===== config.mk =====
export PLATFORM = sky130hd
export DESIGN_NAME = f_reg_wb_arbiter_flat
export DESIGN_NICKNAME = d
export VERILOG_FILES = /design/src/rtl/f_reg_wb_arbiter_pkg.sv /design/src/rtl/f_reg_wb_arbiter_if.sv /design/src/rtl/f_reg_wb_arbiter_rr_pick.sv /design/src/rtl/f_reg_wb_arbiter.sv /design/src/flat_wrapper.sv
export SDC_FILE = /design/constraint.sdc
export NUM_CORES = 1
export LEC_CHECK = 0
export CORE_UTILIZATION = 25
export DETAILED_ROUTE_END_ITERATION = 16
export PLACE_DENSITY_LB_ADDON = 0.3
export SYNTH_ARGS = -nofsm -noshare
export SYNTH_HDL_FRONTEND = slang
export SYNTH_HIERARCHICAL = 1
export SYNTH_SLANG_ARGS = --single-unit

===== constraint.sdc =====
create_clock -name CLK -period 9.4 [get_ports CLK]
set_input_delay 1.88 -clock CLK [delete_from_list [all_inputs] [get_ports CLK]]
set_output_delay 1.88 -clock CLK [all_outputs]
set_load 0.02 [all_outputs]

===== src/rtl/f_reg_wb_arbiter_pkg.sv =====
// rtl/f_reg_wb_arbiter_pkg.sv - shared constants and helpers for the FP writeback arbiter
package f_reg_wb_arbiter_pkg;

  localparam int FWB_REQ_FPU  = 0;
  localparam int FWB_REQ_LOAD = 1;
  localparam int FWB_REQ_MOVE = 2;

  localparam int FWB_NUM_REQ    = 3;
  localparam int FWB_DATA_W     = 32;
  localparam int FWB_ADDR_W     = 5;
  localparam int FWB_CNT_W      = 16;
  localparam int FWB_GRANT_ID_W = 3;

  // Requester count is capped at 8, so an 8-bit popcount covers every build.
  function automatic logic [3:0] popcount8(input logic [7:0] v);
    logic [3:0] c;
    c = '0;
    for (int i = 0; i < 8; i++) begin
      c = c + {3'b000, v[i]};
    end
    return c;
  endfunction

endpackage


===== src/rtl/f_reg_wb_arbiter_if.sv =====
// rtl/f_reg_wb_arbiter_if.sv - requester and register-file write bundle for the FP writeback arbiter
interface f_reg_wb_arbiter_if #(
  parameter int NUM_REQ = 3,
  parameter int DATA_W  = 32,
  parameter int ADDR_W  = 5
);

  logic [NUM_REQ-1:0]        REQ_VALID;
  logic [NUM_REQ*ADDR_W-1:0] REQ_ADDR;
  logic [NUM_REQ*DATA_W-1:0] REQ_DATA;
  logic [NUM_REQ-1:0]        REQ_READY;
  logic                      WR_EN;
  logic [ADDR_W-1:0]         WR_ADDR;
  logic [DATA_W-1:0]         WR_DATA;
  logic [2:0]                GRANT_ID;

  modport master (
    output REQ_VALID, REQ_ADDR, REQ_DATA,
    input  REQ_READY, WR_EN, WR_ADDR, WR_DATA, GRANT_ID
  );

  modport slave (
    input  REQ_VALID, REQ_ADDR, REQ_DATA,
    output REQ_READY, WR_EN, WR_ADDR, WR_DATA, GRANT_ID
  );

endinterface


===== src/rtl/f_reg_wb_arbiter_rr_pick.sv =====
// rtl/f_reg_wb_arbiter_rr_pick.sv - combinational round-robin priority picker starting at ptr
module rr_pick #(
  parameter int N     = 3,
  parameter int IDX_W = (N > 1) ? $clog2(N) : 1
) (
  input  logic [N-1:0]     req,
  input  logic [IDX_W-1:0] ptr,
  output logic [N-1:0]     grant,
  output logic [IDX_W-1:0] idx,
  output logic             any
);

  int               j;
  logic [IDX_W-1:0] j_idx;

  always_comb begin
    grant = '0;
    idx   = '0;
    any   = 1'b0;
    j     = 0;
    j_idx = '0;
    for (int k = 0; k < N; k++) begin
      j = int'(ptr) + k;
      if (j >= N) begin
        j = j - N;
      end
      j_idx = IDX_W'(j);
      if (!any && req[j_idx]) begin
        any          = 1'b1;
        grant[j_idx] = 1'b1;
        idx          = j_idx;
      end
    end
  end

endmodule


===== src/rtl/f_reg_wb_arbiter.sv =====
// rtl/f_reg_wb_arbiter.sv - round-robin arbiter for the single FP register file write port
module f_reg_wb_arbiter
  import f_reg_wb_arbiter_pkg::*;
#(
  parameter int NUM_REQ = FWB_NUM_REQ,
  parameter int DATA_W  = FWB_DATA_W,
  parameter int ADDR_W  = FWB_ADDR_W,
  parameter int CNT_W   = FWB_CNT_W
) (
  input  logic                 CLK,
  input  logic                 RESET,
  input  logic                 FLUSH,
  f_reg_wb_arbiter_if.slave    bus,
  output logic [CNT_W-1:0]     STALL_CNT
);

  localparam int IDX_W = $clog2(NUM_REQ);

  logic [IDX_W-1:0]   ptr;
  logic [NUM_REQ-1:0] pick_grant;
  logic [IDX_W-1:0]   pick_idx;
  logic               pick_any;
  logic               blocked;
  logic               transfer;
  logic [IDX_W-1:0]   ptr_next;
  logic [ADDR_W-1:0]  sel_addr;
  logic [DATA_W-1:0]  sel_data;
  logic [NUM_REQ-1:0] waiting;
  logic [3:0]         wait_cnt;
  logic [CNT_W:0]     stall_sum;
  logic [CNT_W-1:0]   stall_next;

  rr_pick #(
    .N     (NUM_REQ),
    .IDX_W (IDX_W)
  ) u_pick (
    .req   (bus.REQ_VALID),
    .ptr   (ptr),
    .grant (pick_grant),
    .idx   (pick_idx),
    .any   (pick_any)
  );

  assign blocked       = FLUSH | RESET;
  assign transfer      = pick_any & ~blocked;
  assign bus.REQ_READY = blocked ? '0 : pick_grant;
  assign ptr_next      = (pick_idx == IDX_W'(NUM_REQ - 1)) ? '0 : pick_idx + IDX_W'(1);

  always_comb begin
    sel_addr = '0;
    sel_data = '0;
    for (int i = 0; i < NUM_REQ; i++) begin
      if (pick_grant[i]) begin
        sel_addr = bus.REQ_ADDR[i*ADDR_W +: ADDR_W];
        sel_data = bus.REQ_DATA[i*DATA_W +: DATA_W];
      end
    end
  end

  // At most 8 waiters per cycle, so one carry bit is enough to detect overflow.
  assign waiting    = bus.REQ_VALID & ~bus.REQ_READY;
  assign wait_cnt   = popcount8(8'(waiting));
  assign stall_sum  = {1'b0, STALL_CNT} + (CNT_W + 1)'(wait_cnt);
  assign stall_next = stall_sum[CNT_W] ? {CNT_W{1'b1}} : stall_sum[CNT_W-1:0];

  always_ff @(posedge CLK) begin
    if (RESET) begin
      ptr          <= '0;
      bus.WR_EN    <= 1'b0;
      bus.WR_ADDR  <= '0;
      bus.WR_DATA  <= '0;
      bus.GRANT_ID <= '0;
      STALL_CNT    <= '0;
    end else begin
      bus.WR_EN <= transfer;
      STALL_CNT <= stall_next;
      if (transfer) begin
        ptr          <= ptr_next;
        bus.WR_ADDR  <= sel_addr;
        bus.WR_DATA  <= sel_data;
        bus.GRANT_ID <= 3'(pick_idx);
      end
    end
  end

endmodule


===== src/flat_wrapper.sv =====
// flat-port wrapper written by rule: the top's interface ports become plain ports
module f_reg_wb_arbiter_flat import f_reg_wb_arbiter_pkg::*;
#(
  parameter int NUM_REQ = FWB_NUM_REQ,
  parameter int DATA_W  = FWB_DATA_W,
  parameter int ADDR_W  = FWB_ADDR_W,
  parameter int CNT_W   = FWB_CNT_W
)
  (CLK, RESET, FLUSH, STALL_CNT, bus_REQ_VALID, bus_REQ_ADDR, bus_REQ_DATA, bus_REQ_READY, bus_WR_EN, bus_WR_ADDR, bus_WR_DATA, bus_GRANT_ID);
  f_reg_wb_arbiter_if #(.NUM_REQ(NUM_REQ), .DATA_W(DATA_W), .ADDR_W(ADDR_W)) bus_i ();
  input  logic CLK;
  input  logic RESET;
  input  logic FLUSH;
  output logic [CNT_W-1:0] STALL_CNT;
  input wire logic [$bits(bus_i.REQ_VALID)-1:0] bus_REQ_VALID;
  input wire logic [$bits(bus_i.REQ_ADDR)-1:0] bus_REQ_ADDR;
  input wire logic [$bits(bus_i.REQ_DATA)-1:0] bus_REQ_DATA;
  output wire logic [$bits(bus_i.REQ_READY)-1:0] bus_REQ_READY;
  output wire logic [$bits(bus_i.WR_EN)-1:0] bus_WR_EN;
  output wire logic [$bits(bus_i.WR_ADDR)-1:0] bus_WR_ADDR;
  output wire logic [$bits(bus_i.WR_DATA)-1:0] bus_WR_DATA;
  output wire logic [$bits(bus_i.GRANT_ID)-1:0] bus_GRANT_ID;
  assign bus_i.REQ_VALID = bus_REQ_VALID;
  assign bus_i.REQ_ADDR = bus_REQ_ADDR;
  assign bus_i.REQ_DATA = bus_REQ_DATA;
  assign bus_REQ_READY = bus_i.REQ_READY;
  assign bus_WR_EN = bus_i.WR_EN;
  assign bus_WR_ADDR = bus_i.WR_ADDR;
  assign bus_WR_DATA = bus_i.WR_DATA;
  assign bus_GRANT_ID = bus_i.GRANT_ID;
  f_reg_wb_arbiter #(.NUM_REQ(NUM_REQ), .DATA_W(DATA_W), .ADDR_W(ADDR_W), .CNT_W(CNT_W)) u_core (.CLK(CLK), .RESET(RESET), .FLUSH(FLUSH), .bus(bus_i), .STALL_CNT(STALL_CNT));
endmodule

==> flow_summary.json <==
{
  "start_kind": "input port",
  "core_um2": 12800,
  "timing.rr.start": "u_core/ptr[1]$_SDFFE_PP0P_",
  "clk_pin_slew_worst_paths_ns": 0.05,
  "worstPathArrival_ns": 4.74,
  "reg2reg_slack_ns": 5.04,
  "yosys.cell_count.top_type": "dfxtp_1",
  "die-area_um2": 13700,
  "synth_commonest_cells": "dfxtp_1 (58), nand3b_1 (43), nor2b_1 (37)",
  "yosysSeqAreaShare_pct": 35.1,
  "worstPathRequired_ns": 7.52,
  "max-vdd-ir-drop_mv": 0.0912,
  "clkLatencyLatePin_ns": 0.33,
  "post-synth-top-area-cell": "dfxtp_1",
  "hold_start": "u_core/bus.GRANT_ID[0]$_SDFFE_PP0P_",
  "grt_usage_pct": 15.0,
  "cts_resized": 0,
  "synth_area_um2": 3300,
  "avgRoutedWirePerCell_um": 14.9,
  "synth_seq_cells": 58,
  "htreeDepth": 3,
  "ys.flop_type": "dfxtp_1",
  "worstSetupEndpointType": "output port",
  "wl_um": 10500,
  "netlist.area_leader.share_pct": 35.1,
  "hold_viol_final": 0,
  "fmax_mhz": 151,
  "status": "complete, no violations",
  "timing.final.crit_share_pct": 70.5,
  "drive_gt1_share_pct": 6.34,
  "place.gp.congestion": 0.828,
  "whs_ns": 0.470,
  "min_period_ns": 6.62,
  "synth_edf_count": 0,
  "r2r_cells": 16,
  "die_h_um": 117,
  "io_buffer_count": 175,
  "tritoncts": "built",
  "holdPathStages": 2,
  "holdPathEnd": "u_core/bus.GRANT_ID[0]$_SDFFE_PP0P_",
  "die_w_um": 117,
  "hold_path_class": "flip-flop to flip-flop",
  "setup-violations-final": 0,
  "cts_root_buffer": "clkbuf_16",
  "ys_top_cells_by_area": "dfxtp_1 (35%), nand3b_1 (9.8%), a221oi_1 (9.3%)",
  "drv_slew": 0,
  "cts.path.max_buffers": 2,
  "power.density_nw_per_um2": 172,
  "num_vias": 3485,
  "p_leak_nw": 1.85,
  "grt_pass1_vias": 3237,
  "critPathMaxFanout": 41,
  "grt_start_max_net_pins": 75,
  "postCtsHoldBufs": 0,
  "avgSynthCellArea_um2": 8.81,
  "power.total_mw": 0.936,
  "cts_sinks": 58,
  "drtPass1Iterations": 4,
  "grt_setup_unrepaired": "false",
  "grt_pass1_wl_um": 15700,
  "hpwl_um": 7360,
  "start_util_pct": 25.9,
  "synth_warnings": 6,
  "first_iter_violations": 184,
  "synthArstFlopShare_pct": 0,
  "pin_count": 177,
  "via_per_inst": 4.92,
  "antenna_left": 0,
  "n_antenna_cell": 0,
  "syn_inst": 375,
  "final_nets": 656,
  "area_growth_pct": 65.0,
  "route.detailed.drc": 0,
  "final_util_pct": 42.7,
  "synth_cell_types": 46,
  "timing.rr.end": "u_core/STALL_CNT[4]$_SDFF_PP0_",
  "postCtsSetupRepairBufs": 0,
  "gr-total-overflow": 0,
  "fin_tns_setup_ns": 0,
  "max_cap_violations": 0,
  "path_class": "input port to output port",
  "worst_slew_pin_slew_ns": 1.09,
  "synth_nets": 500,
  "relSlewSlack_pct": 26.9,
  "cts_buffers": 9,
  "finClkSkew_ns": 0.00601,
  "rows": 41,
  "antenna_found_initial": 0
}
[cell type report]
type | instances | area, um2
clock buffer | 11 | 233
clock inverter | 5 | 55.1
fill | 1259 | 7320
inverter | 9 | 33.8
multi-input combinational | 274 | 1980
sequential | 58 | 1160
tap | 172 | 215
timing repair buffer | 179 | 1780
[registers in the layout, summed over array words and instances, names as in the netlist]
name                 cells
u_core/bus.WR_DATA      32
u_core/STALL_CNT        16
u_core/bus.WR_ADDR       5
u_core/bus.GRANT_ID      2
u_core/ptr               2
u_core/bus.WR_EN         1
[critical path, stage by stage]
cell	delay [ns]
clkdlybuf4s50_1	0.52
nand2b_1	0.20
a21oi_1	0.17
o21ai_0	0.20
o21ai_4	0.88
and2_1	0.28
clkdlybuf4s50_1	0.61
[where the power goes]
part / switching [mW] / total, mW / internal (mW)
clock: 0.113 / 0.317 / 0.204
combinational: 0.162 / 0.322 / 0.160
sequential: 0.0200 / 0.297 / 0.277
[per-layer routing]
| metal | share of wire, % | wire [um] | up-vias | global-route usage, % |
|---|---|---|---|---|
| met1 | 42 | 4430 | 1623 | 17.2 |
| met4 | 2.1 | 225 | 0 | 7.51 |
| li1 | - | - | 1723 | - |
| met2 | 48 | 5080 | 121 | 26.0 |
| met5 | 0 | 0 | - | 0 |
| met3 | 7.5 | 787 | 18 | 3.96 |
[cell usage in the layout, fill, tap and decap left out, drive strengths merged, types with 3 or more instances in the layout]
| master | count |
|---|---|
| nand3 | 8 |
| nor2 | 8 |
| inv | 9 |
| clkbuf | 11 |
| a221oi | 35 |
| nor2b | 37 |
| ha | 6 |
| xnor2 | 5 |
| xor2 | 4 |
| buf | 5 |
| nand2 | 14 |
| nor3 | 5 |
| a21oi | 29 |
| nand2b | 3 |
| mux2i | 3 |
| nand4 | 5 |
| nand3b | 43 |
| o21ai | 9 |
| and2 | 3 |
| dfxtp | 58 |
| clkdlybuf4s50 | 174 |
| o31ai | 35 |
[cells by family after synthesis]
kind of cell    Yosys count  synth area share [%]
fa+ha+maj                 8                  3.48
other cells               1                 0.113
xor+xnor                  9                  2.39
compound gates          115                  24.9
flops                    58                  35.1
mux                       3                  1.29
simple gates            138                  27.0
buf+inv                  43                  5.72
[through the flow]
stage / std cells / instance area [um2] / setup WS (ns)
after floorplan: 375 / 3300 / 4.41
after global placement: 692 / 5160 / 2.86
after detailed placement: 692 / 5160 / 2.78
after CTS: 708 / 5450 / 2.78
after global routing: 708 / 5450 / 2.65
final: 708 / 5450 / 2.78
[worst max-delay path by stage]
stage / slack [ns] / cells after the start / start / to
floorplan: 4.41 / 6 / bus_REQ_VALID[0] / bus_REQ_READY[1]
global placement: 2.86 / 7 / bus_REQ_VALID[0] / bus_REQ_READY[1]
detailed placement: 2.78 / 7 / bus_REQ_VALID[0] / bus_REQ_READY[1]
CTS: 2.78 / 7 / bus_REQ_VALID[0] / bus_REQ_READY[1]
global route: 2.65 / 7 / bus_REQ_VALID[0] / bus_REQ_READY[1]
finish: 2.78 / 7 / bus_REQ_VALID[0] / bus_REQ_READY[1]
Power figures use the tool's default switching activity.
